[src/rtl/vga_draw_sprite.sv]
// Sprite overlay stage: composites a 2^XB x 2^YB sprite fetched from an external
// pixel ROM onto the upstream colour, with per-frame shadowed position and colour keying.
module vga_draw_sprite #(
    parameter int unsigned XB      = 4,
    parameter int unsigned YB      = 4,
    parameter int unsigned ROM_LAT = 1,
    parameter logic [11:0] KEY     = 12'hF0F
) (
    input  logic              pclk,
    input  logic              rst,
    input  logic [10:0]       hcount_in,
    input  logic [10:0]       vcount_in,
    input  logic              hsync_in,
    input  logic              hblnk_in,
    input  logic              vsync_in,
    input  logic              vblnk_in,
    input  logic [11:0]       rgb_in,
    input  logic [11:0]       xpos,
    input  logic [11:0]       ypos,
    input  logic              sprite_en,
    input  logic              mirror_x,
    input  logic [11:0]       rgb_pixel,
    output logic [10:0]       hcount_out,
    output logic [10:0]       vcount_out,
    output logic              hsync_out,
    output logic              hblnk_out,
    output logic              vsync_out,
    output logic              vblnk_out,
    output logic [11:0]       rgb_out,
    output logic [YB+XB-1:0]  pixel_addr,
    output logic              frame_latch
);

    localparam logic [12:0] X_SPAN = 13'(2 ** XB);
    localparam logic [12:0] Y_SPAN = 13'(2 ** YB);

    typedef struct packed {
        logic        hit;
        logic [11:0] rgb;
        logic [10:0] hcount;
        logic [10:0] vcount;
        logic        hsync;
        logic        hblnk;
        logic        vsync;
        logic        vblnk;
    } pix_t;

    // Shadow registers, reloaded only on the rising edge of vblank
    logic        vblnk_prev_q;
    logic        vblnk_rise;
    logic [11:0] xs_q, xs_d;
    logic [11:0] ys_q, ys_d;
    logic        ens_q, ens_d;
    logic        mirs_q, mirs_d;
    logic        frame_latch_q;

    assign vblnk_rise = vblnk_in & ~vblnk_prev_q;

    always_comb begin
        xs_d   = xs_q;
        ys_d   = ys_q;
        ens_d  = ens_q;
        mirs_d = mirs_q;
        if (vblnk_rise) begin
            xs_d   = xpos;
            ys_d   = ypos;
            ens_d  = sprite_en;
            mirs_d = mirror_x;
        end
    end

    always_ff @(posedge pclk) begin
        if (rst) begin
            vblnk_prev_q  <= 1'b0;
            xs_q          <= '0;
            ys_q          <= '0;
            ens_q         <= 1'b0;
            mirs_q        <= 1'b0;
            frame_latch_q <= 1'b0;
        end else begin
            vblnk_prev_q  <= vblnk_in;
            xs_q          <= xs_d;
            ys_q          <= ys_d;
            ens_q         <= ens_d;
            mirs_q        <= mirs_d;
            frame_latch_q <= vblnk_rise;
        end
    end

    // Hit test in 13 bits so the right/bottom bound never wraps near 4095
    logic [12:0] h_ext, v_ext;
    logic [12:0] x_lo, x_hi, y_lo, y_hi;
    logic        hit_c;
    logic [XB-1:0] dx_c;
    logic [YB-1:0] dy_c;

    assign h_ext = {2'b00, hcount_in};
    assign v_ext = {2'b00, vcount_in};
    assign x_lo  = {1'b0, xs_q};
    assign y_lo  = {1'b0, ys_q};
    assign x_hi  = x_lo + X_SPAN;
    assign y_hi  = y_lo + Y_SPAN;

    assign hit_c = ens_q & (h_ext >= x_lo) & (h_ext < x_hi)
                         & (v_ext >= y_lo) & (v_ext < y_hi);

    assign dx_c = XB'(h_ext - x_lo);
    assign dy_c = YB'(v_ext - y_lo);

    // Inverting the x offset is (2^XB - 1) - dx
    assign pixel_addr = {dy_c, (mirs_q ? ~dx_c : dx_c)};

    // Delay line aligning hit, colour and timing with the ROM read data
    pix_t stage_in;
    pix_t aligned;
    pix_t dly_q [ROM_LAT];

    always_comb begin
        stage_in        = '0;
        stage_in.hit    = hit_c;
        stage_in.rgb    = rgb_in;
        stage_in.hcount = hcount_in;
        stage_in.vcount = vcount_in;
        stage_in.hsync  = hsync_in;
        stage_in.hblnk  = hblnk_in;
        stage_in.vsync  = vsync_in;
        stage_in.vblnk  = vblnk_in;
    end

    always_ff @(posedge pclk) begin
        if (rst) begin
            for (int unsigned i = 0; i < ROM_LAT; i++) begin
                dly_q[i] <= '0;
            end
        end else begin
            dly_q[0] <= stage_in;
            for (int unsigned i = 1; i < ROM_LAT; i++) begin
                dly_q[i] <= dly_q[i-1];
            end
        end
    end

    assign aligned = dly_q[ROM_LAT-1];

    // Output compositing: blanking first, then keyed sprite, then background
    logic [11:0] rgb_d;
    logic [11:0] rgb_q;
    logic [10:0] hcount_q, vcount_q;
    logic        hsync_q, hblnk_q, vsync_q, vblnk_q;

    always_comb begin
        rgb_d = aligned.rgb;
        if (aligned.hblnk | aligned.vblnk) begin
            rgb_d = 12'h000;
        end else if (aligned.hit && (rgb_pixel != KEY)) begin
            rgb_d = rgb_pixel;
        end
    end

    always_ff @(posedge pclk) begin
        if (rst) begin
            rgb_q    <= '0;
            hcount_q <= '0;
            vcount_q <= '0;
            hsync_q  <= 1'b0;
            hblnk_q  <= 1'b0;
            vsync_q  <= 1'b0;
            vblnk_q  <= 1'b0;
        end else begin
            rgb_q    <= rgb_d;
            hcount_q <= aligned.hcount;
            vcount_q <= aligned.vcount;
            hsync_q  <= aligned.hsync;
            hblnk_q  <= aligned.hblnk;
            vsync_q  <= aligned.vsync;
            vblnk_q  <= aligned.vblnk;
        end
    end

    assign rgb_out     = rgb_q;
    assign hcount_out  = hcount_q;
    assign vcount_out  = vcount_q;
    assign hsync_out   = hsync_q;
    assign hblnk_out   = hblnk_q;
    assign vsync_out   = vsync_q;
    assign vblnk_out   = vblnk_q;
    assign frame_latch = frame_latch_q;

endmodule

[config.mk]
export PLATFORM = sky130hd
export DESIGN_NAME = vga_draw_sprite
export DESIGN_NICKNAME = d
export VERILOG_FILES = /design/src/rtl/vga_draw_sprite.sv
export SDC_FILE = /design/constraint.sdc
export NUM_CORES = 1
export LEC_CHECK = 0
export ABC_AREA = 0
export CORE_MARGIN = 10
export CORE_UTILIZATION = 47
export DETAILED_ROUTE_END_ITERATION = 16
export GPL_TIMING_DRIVEN = 0
export HOLD_SLACK_MARGIN = 0.15
export PLACE_DENSITY = 0.79
export SLEW_MARGIN = 20
export SYNTH_ARGS = -nofsm -noshare
export SYNTH_HDL_FRONTEND = slang
export SYNTH_SLANG_ARGS = --single-unit
[constraint.sdc]
create_clock -name pclk -period 2.4 [get_ports pclk]
set_input_delay 0.48 -clock pclk [delete_from_list [all_inputs] [get_ports pclk]]
set_output_delay 0.48 -clock pclk [all_outputs]
set_load 0.01 [all_outputs]
==> flow_summary.json, run 1 <==
{
  "yosysTopAreaCell": "dfxtp_1",
  "fin_worst_skew_ns": 0.0110,
  "synth-simple-area-share_pct": 21.2,
  "ys.flop_type": "dfxtp_1",
  "synth_mux_area_share_pct": 2.33,
  "synth_edf_count": 0,
  "first_global_vias": 3636,
  "clockBufferDepth": 2,
  "instances_no_fill": 717,
  "tightestPinTransition_ns": 0.578,
  "finalHoldViolations": 0,
  "regArea_um2": 2080,
  "clk_latency_ns": 0.36,
  "placedCellCount": 700,
  "grt_max_degree": 20,
  "seqPwrFrac_pct": 52.8,
  "synth_area_leaders": "dfxtp_1 (48%), ha_1 (11%), nor2b_1 (9.2%)",
  "cts_tree": "yes",
  "ys_seq_area_share_pct": 47.8,
  "drive_gt1_share_pct": 6.44,
  "vias": 3556,
  "placed_cell_area_um2": 5730,
  "vias_per_cell": 4.96,
  "syn-num-nets": 583,
  "holdBufCountCts": 0,
  "synth_area_um2": 4350,
  "start_kind": "input pin",
  "hold_class": "input pin to flop",
  "combPwrFrac_pct": 17.8,
  "synth_top_family_by_area": "simple AND/OR/NAND/NOR gates",
  "layout_min_cycle_time_ns": 2.34,
  "async_flop_share_pct": 0,
  "synth.distinct_cells": 39,
  "p_per_area_nw_per_um2": 585,
  "clkPwrFrac_pct": 29.4,
  "fill_cells": 773,
  "slew_viol_final": 0,
  "cpLargestDelayFamily": "buffers and inverters",
  "cap_violations": 0,
  "place.gp.congestion": 0.888,
  "fp.dieW_um": 116,
  "wl_per_cell_um": 15.2,
  "postSynthCellCount": 465,
  "synth_compound_area_share_pct": 8.99,
  "hpwl_mm": 8.95,
  "numPortBuffers": 124,
  "coreArea_um2": 9110,
  "final_antenna_net_count": 0,
  "busiest_layer": "met2",
  "slowest_stage": "clkdlybuf4s50_1",
  "rows": 35,
  "layout_common_cells": "clkdlybuf4s50_1 (112), dfxtp_1 (104), nand2_1 (64), nor2b_1 (64), a21oi_1 (37)",
  "die_h_um": 116,
  "track_usage_pct": 15.9,
  "p_sw_share_pct": 27.0,
  "p_int_w": 0.00255,
  "worst_ir_drop_vdd_v": 0.000290,
  "wl_mm": 10.9,
  "worstPathArrival_ns": 1.86,
  "path_clk_slew_ns": 0.09,
  "cts_buffers": 9,
  "setup_violations": 0,
  "antenna_cells": 0,
  "worstPathCellList": "clkdlybuf4s50_1 > ha_4 > xnor2_2 > xnor2_2 > clkdlybuf4s15_2",
  "gr-usage-met2_pct": 27.0,
  "overflow": 0,
  "worstPathMaxFanout": 3,
  "critPathRequiredTime_ns": 1.92,
  "crit_top_cell": "xnor2_2",
  "final_area_um2": 5980,
  "use_met1_pct": 18.8,
  "multi_input_area_um2": 2150,
  "synth_top_cell_area_share_pct": 47.8,
  "max_stage_delay_ns": 0.57,
  "timing.final.crit_share_pct": 97.4,
  "syn2layout_area_growth_pct": 37.2,
  "grt_setup_unrepaired": "no",
  "timing.fmax_ghz": 0.428,
  "nNetsFinal": 719,
  "grt_pass1_wl_mm": 16.9,
  "drt_iter0_drc": 110,
  "endpoint_kind": "primary output",
  "antenna_found_initial": 0,
  "drcViolationCount": 0,
  "avgSynthCellArea_um2": 9.36,
  "path_buf_inv": 2,
  "pin_count": 125,
  "leakage_nw": 2.42,
  "final_common_cell": "clkdlybuf4s50_1",
  "dr.pass1.iters": 4,
  "synth-xor-area-share_pct": 3.42,
  "dieArea_um2": 13500,
  "path_class": "input pin to primary output",
  "p_sw_w": 0.000944,
  "start_util_pct": 47.8,
  "yosys_warnings": 0,
  "cts.sinks": 104,
  "cts_root_buf": "clkbuf_8",
  "setup_tns_ns": 0,
  "synth_adder_area_share_pct": 11.8,
  "status": "finished, final reports clean",
  "ys_ff_latch": 104,
  "htree_levels": 3,
  "relSlewSlack_pct": 61.5,
  "fin_hold_ws_ns": 0.444,
  "gr-usage-met3_pct": 4.11
}
worst reg2reg max path, delay by kind of cell (launching register included):
family / cells / cell delay [ns]
AO/OA/AOI/OAI: 2 / 0.42
XOR/XNOR: 1 / 0.15
adder cells (fa/ha/maj): 2 / 0.57
flip-flops: 1 / 0.43
AND/OR/NAND/NOR: 4 / 0.53
sequential cells by signal (all words and copies together) (netlist names):
| name | count |
|---|---|
| hblnk_out | 1 |
| vsync_out | 1 |
| ys_q | 12 |
| vcount_out | 11 |
| ens_q | 1 |
| vblnk_out | 1 |
| frame_latch | 1 |
| dly_q | 39 |
| mirs_q | 1 |
| xs_q | 12 |
| rgb_out | 12 |
| hsync_out | 1 |
| hcount_out | 11 |
synthesized netlist by cell type, types with 3 or more instances:
master    number
xnor2_1       15
and3_1         5
nor2b_1       64
clkbuf_1      18
ha_1          38
nand2_1       64
a21o_1         5
a21oi_1       37
o21ai_0        6
a31oi_1        3
nor2_1        18
nand2b_1       4
nand4_1        3
dfxtp_1      104
inv_1         31
nand3_1       11
a211oi_1       3
mux2i_1        9
power by group through the flow:
stage / Combinational, W / Clock (W) / Sequential (W)
3_5_place_dp: 0.000619 / 0 / 0.00189
5_1_grt: 0.000689 / 0.00113 / 0.00186
2_1_floorplan: 0.000293 / 0 / 0.00189
4_1_cts: 0.000622 / 0.00106 / 0.00185
6_report: 0.000623 / 0.00103 / 0.00185
3_3_place_gp: 0.000603 / 0 / 0.00188
final timing paths:
| kind | cells past startpoint | startpoint | endpoint | slack [ns] |
|---|---|---|---|---|
| setup / recovery | 5 | hcount_in[3] | pixel_addr[3] | 0.06 |
| hold / removal | 3 | hcount_in[1] | dly_q[0][16] | 0.44 |
| setup reg to reg | 9 | xs_q[4] | dly_q[0][38] | 0.20 |
| hold reg to reg | 2 | dly_q[0][30] | rgb_out[4] | 0.45 |
cell families after synthesis:
family,count (synthesis)
DFF,104
AOI/OAI and AO/OA,65
adders and majority gates,40
xor gates and xnor gates,17
muxes,10
buffers and inverters,50
and+or+nand+nor,179
repair_timing:
action	CTS	global route
pin swaps	2	2
setup buffers	0	1
resized for setup	34	8
endpoints found under the setup margin	7	6
cell type report:
cell class	instances	share of cell area, %
repair buffers	125	20.6
inverters	31	1.95
multi-input cells	311	35.9
clock inverters	6	1.03
plain buffers	19	1.26
clock buffers	10	2.14
well taps	111	2.32
flip-flops and latches	104	34.8
through the flow:
step           utilization [%]  total power, W  setup slack (ns)
5_1_grt                   65.6         0.00368            0.0131
3_3_place_gp              63.0         0.00249            -0.616
6_report                  65.6         0.00350            0.0621
4_1_cts                   65.3         0.00353            0.0130
2_1_floorplan                -         0.00218             0.424
3_5_place_dp              63.0         0.00251            -0.586
layer usage:
metal,vias up,share of wire [%]
li1,1802,-
met5,-,0
met3,18,6.6
met2,120,46
met1,1616,45
met4,0,2.1
Note: power is estimated with default switching activity, not from simulation.
==> run 2, diff against run 1 <==
- ABC_CLOCK_PERIOD_IN_PS: unset -> 2400
- CORE_MARGIN: 10 -> 2
==> run 2 against run 1 <==
  * Sequential power is essentially flat
  * Final cell count unchanged
  * Via count shrank 1.0%
  * Combinational power is 2% lower
  * Maximum frequency increased by 0.96%
  * Sequential cell count unchanged
  * Register-to-register slack gained 0.03 ns
  * Critical path depth increased by 2
  * Core utilization hardly changed
  * Power up 1.5%
==> flow_summary.json, run 2 (synthesis gave the netlist of run 1 again) <==
{
  "coreArea_um2": 9110,
  "setup_violations": 0,
  "hold_class": "flop to flop",
  "timing.final.crit_share_pct": 96.5,
  "syn2layout_area_growth_pct": 37.2,
  "clk_latency_ns": 0.36,
  "finalHoldViolations": 0,
  "grt_max_degree": 22,
  "htree_levels": 3,
  "grt_pass1_wl_mm": 16.3,
  "fin_worst_skew_ns": 0.0152,
  "wl_per_cell_um": 14.1,
  "drive_gt1_share_pct": 6.11,
  "fin_ws_ns": 0.0843,
  "relSlewSlack_pct": 63.4,
  "placed_cell_area_um2": 5730,
  "largest-register": "dly_q",
  "holdBufCountCts": 0,
  "die_h_um": 100,
  "overflow": 0,
  "antenna_found_initial": 0,
  "final_area_um2": 5970,
  "first_global_vias": 3551,
  "path_class": "input pin to primary output",
  "worstPathCellList": "clkdlybuf4s50_1 > inv_2 > ha_2 > inv_1 > fa_2 > xor2_1 > buf_2",
  "layout_common_cells": "clkdlybuf4s50_1 (112), dfxtp_1 (104), nand2_1 (64), nor2b_1 (64), a21oi_1 (37)",
  "worst_ir_drop_vdd_v": 0.000391,
  "vias": 3519,
  "timing.fmax_ghz": 0.432,
  "cts.sinks": 104,
  "leakage_nw": 2.41,
  "worstPathArrival_ns": 1.84,
  "max_stage_delay_ns": 0.41,
  "p_per_area_nw_per_um2": 594,
  "layout_min_cycle_time_ns": 2.32,
  "clockBufferDepth": 2,
  "largest_reg_flops": 39,
  "seqPwrFrac_pct": 52.1,
  "vias_per_cell": 4.91,
  "cts_buffers": 9,
  "dieArea_um2": 10100,
  "track_usage_pct": 20.5,
  "rows": 35,
  "drcViolationCount": 0,
  "slew_viol_final": 0,
  "p_sw_share_pct": 27.9,
  "hpwl_mm": 8.03,
  "fin_hold_ws_ns": 0.434,
  "combPwrFrac_pct": 17.2,
  "place.gp.congestion": 0.913,
  "pin_count": 125,
  "critPathRequiredTime_ns": 1.92,
  "cap_violations": 0,
  "path_clk_slew_ns": 0.11,
  "nNetsFinal": 719,
  "dpl_worst_slack_ns": -0.650,
  "setup_tns_ns": 0,
  "antenna_cells": 0,
  "p_int_w": 0.00256,
  "cts_root_buf": "clkbuf_8",
  "status": "finished, final reports clean",
  "tightestPinTransition_ns": 0.549,
  "slowest_stage": "clkdlybuf4s50_1",
  "worstPathMaxFanout": 2,
  "start_kind": "input pin",
  "p_sw_w": 0.000989,
  "final_antenna_net_count": 0,
  "grt_setup_unrepaired": "no",
  "fp.dieW_um": 100,
  "final_common_cell": "clkdlybuf4s50_1",
  "wl_mm": 10.1,
  "drt_iter0_drc": 109,
  "start_util_pct": 47.8,
  "clkPwrFrac_pct": 30.7,
  "numPortBuffers": 124,
  "cts_tree": "yes",
  "endpoint_kind": "primary output",
  "dr.pass1.iters": 4
}
[run 2: path summary, 6_finish.rpt]
kind | end | cells after the start | start | slack (ns)
setup / recovery | pixel_addr[6] | 7 | vcount_in[0] | 0.08
hold / removal | hcount_out[7] | 1 | dly_q[0][22] | 0.43
setup reg to reg | dly_q[0][38] | 9 | xs_q[4] | 0.23
hold reg to reg | hcount_out[7] | 1 | dly_q[0][22] | 0.43
[run 2: power groups by stage]
stage	registers, W	logic [W]	clock network, W
6_report	0.00185	0.000611	0.00109
5_1_grt	0.00186	0.000673	0.00119
4_1_cts	0.00185	0.000615	0.00111
3_5_place_dp	0.00189	0.000615	0
3_3_place_gp	0.00188	0.000600	0
2_1_floorplan	0.00189	0.000293	0
[run 2: worst max-delay path, delay by kind of cell]
kind / cells / cell delay (ns)
adder cells (fa/ha/maj): 2 / 0.52
XOR/XNOR: 1 / 0.16
buffers and inverters: 4 / 0.68
[run 2: layer usage]
metal	vias to the layer above	share of wire (%)	GRT usage, %
li1	1798	-	-
met1	1595	45	26.1
met2	113	48	34.7
met3	13	5.8	5.22
met4	0	1.6	5.48
met5	-	0	0
[run 2: timing repair]
| item | CTS | global route |
|---|---|---|
| setup buffers | 1 | 0 |
| resized for setup | 34 | 5 |
| setup endpoints to repair | 7 | 4 |
| pin swaps | 6 | 2 |
[run 2: final cells by class]
cell class                      instances  area [µm²]
Tap cell                              111         139
Timing Repair Buffer                  125        1220
Inverter                               31         116
Buffer                                 19        75.1
Multi-Input combinational cell        311        2130
Clock buffer                            9         124
Fill cell                             757        3140
Sequential cell                       104        2080
Clock inverter                          7        86.3
[run 2: metrics by stage]
step | cells | util, % | total power, W
6_report | 717 | 65.6 | 0.00355
5_1_grt | 717 | 65.6 | 0.00372
4_1_cts | 717 | 65.5 | 0.00358
3_5_place_dp | 700 | 63.0 | 0.00250
3_3_place_gp | 700 | 63.0 | 0.00248
2_1_floorplan | 465 | - | 0.00218
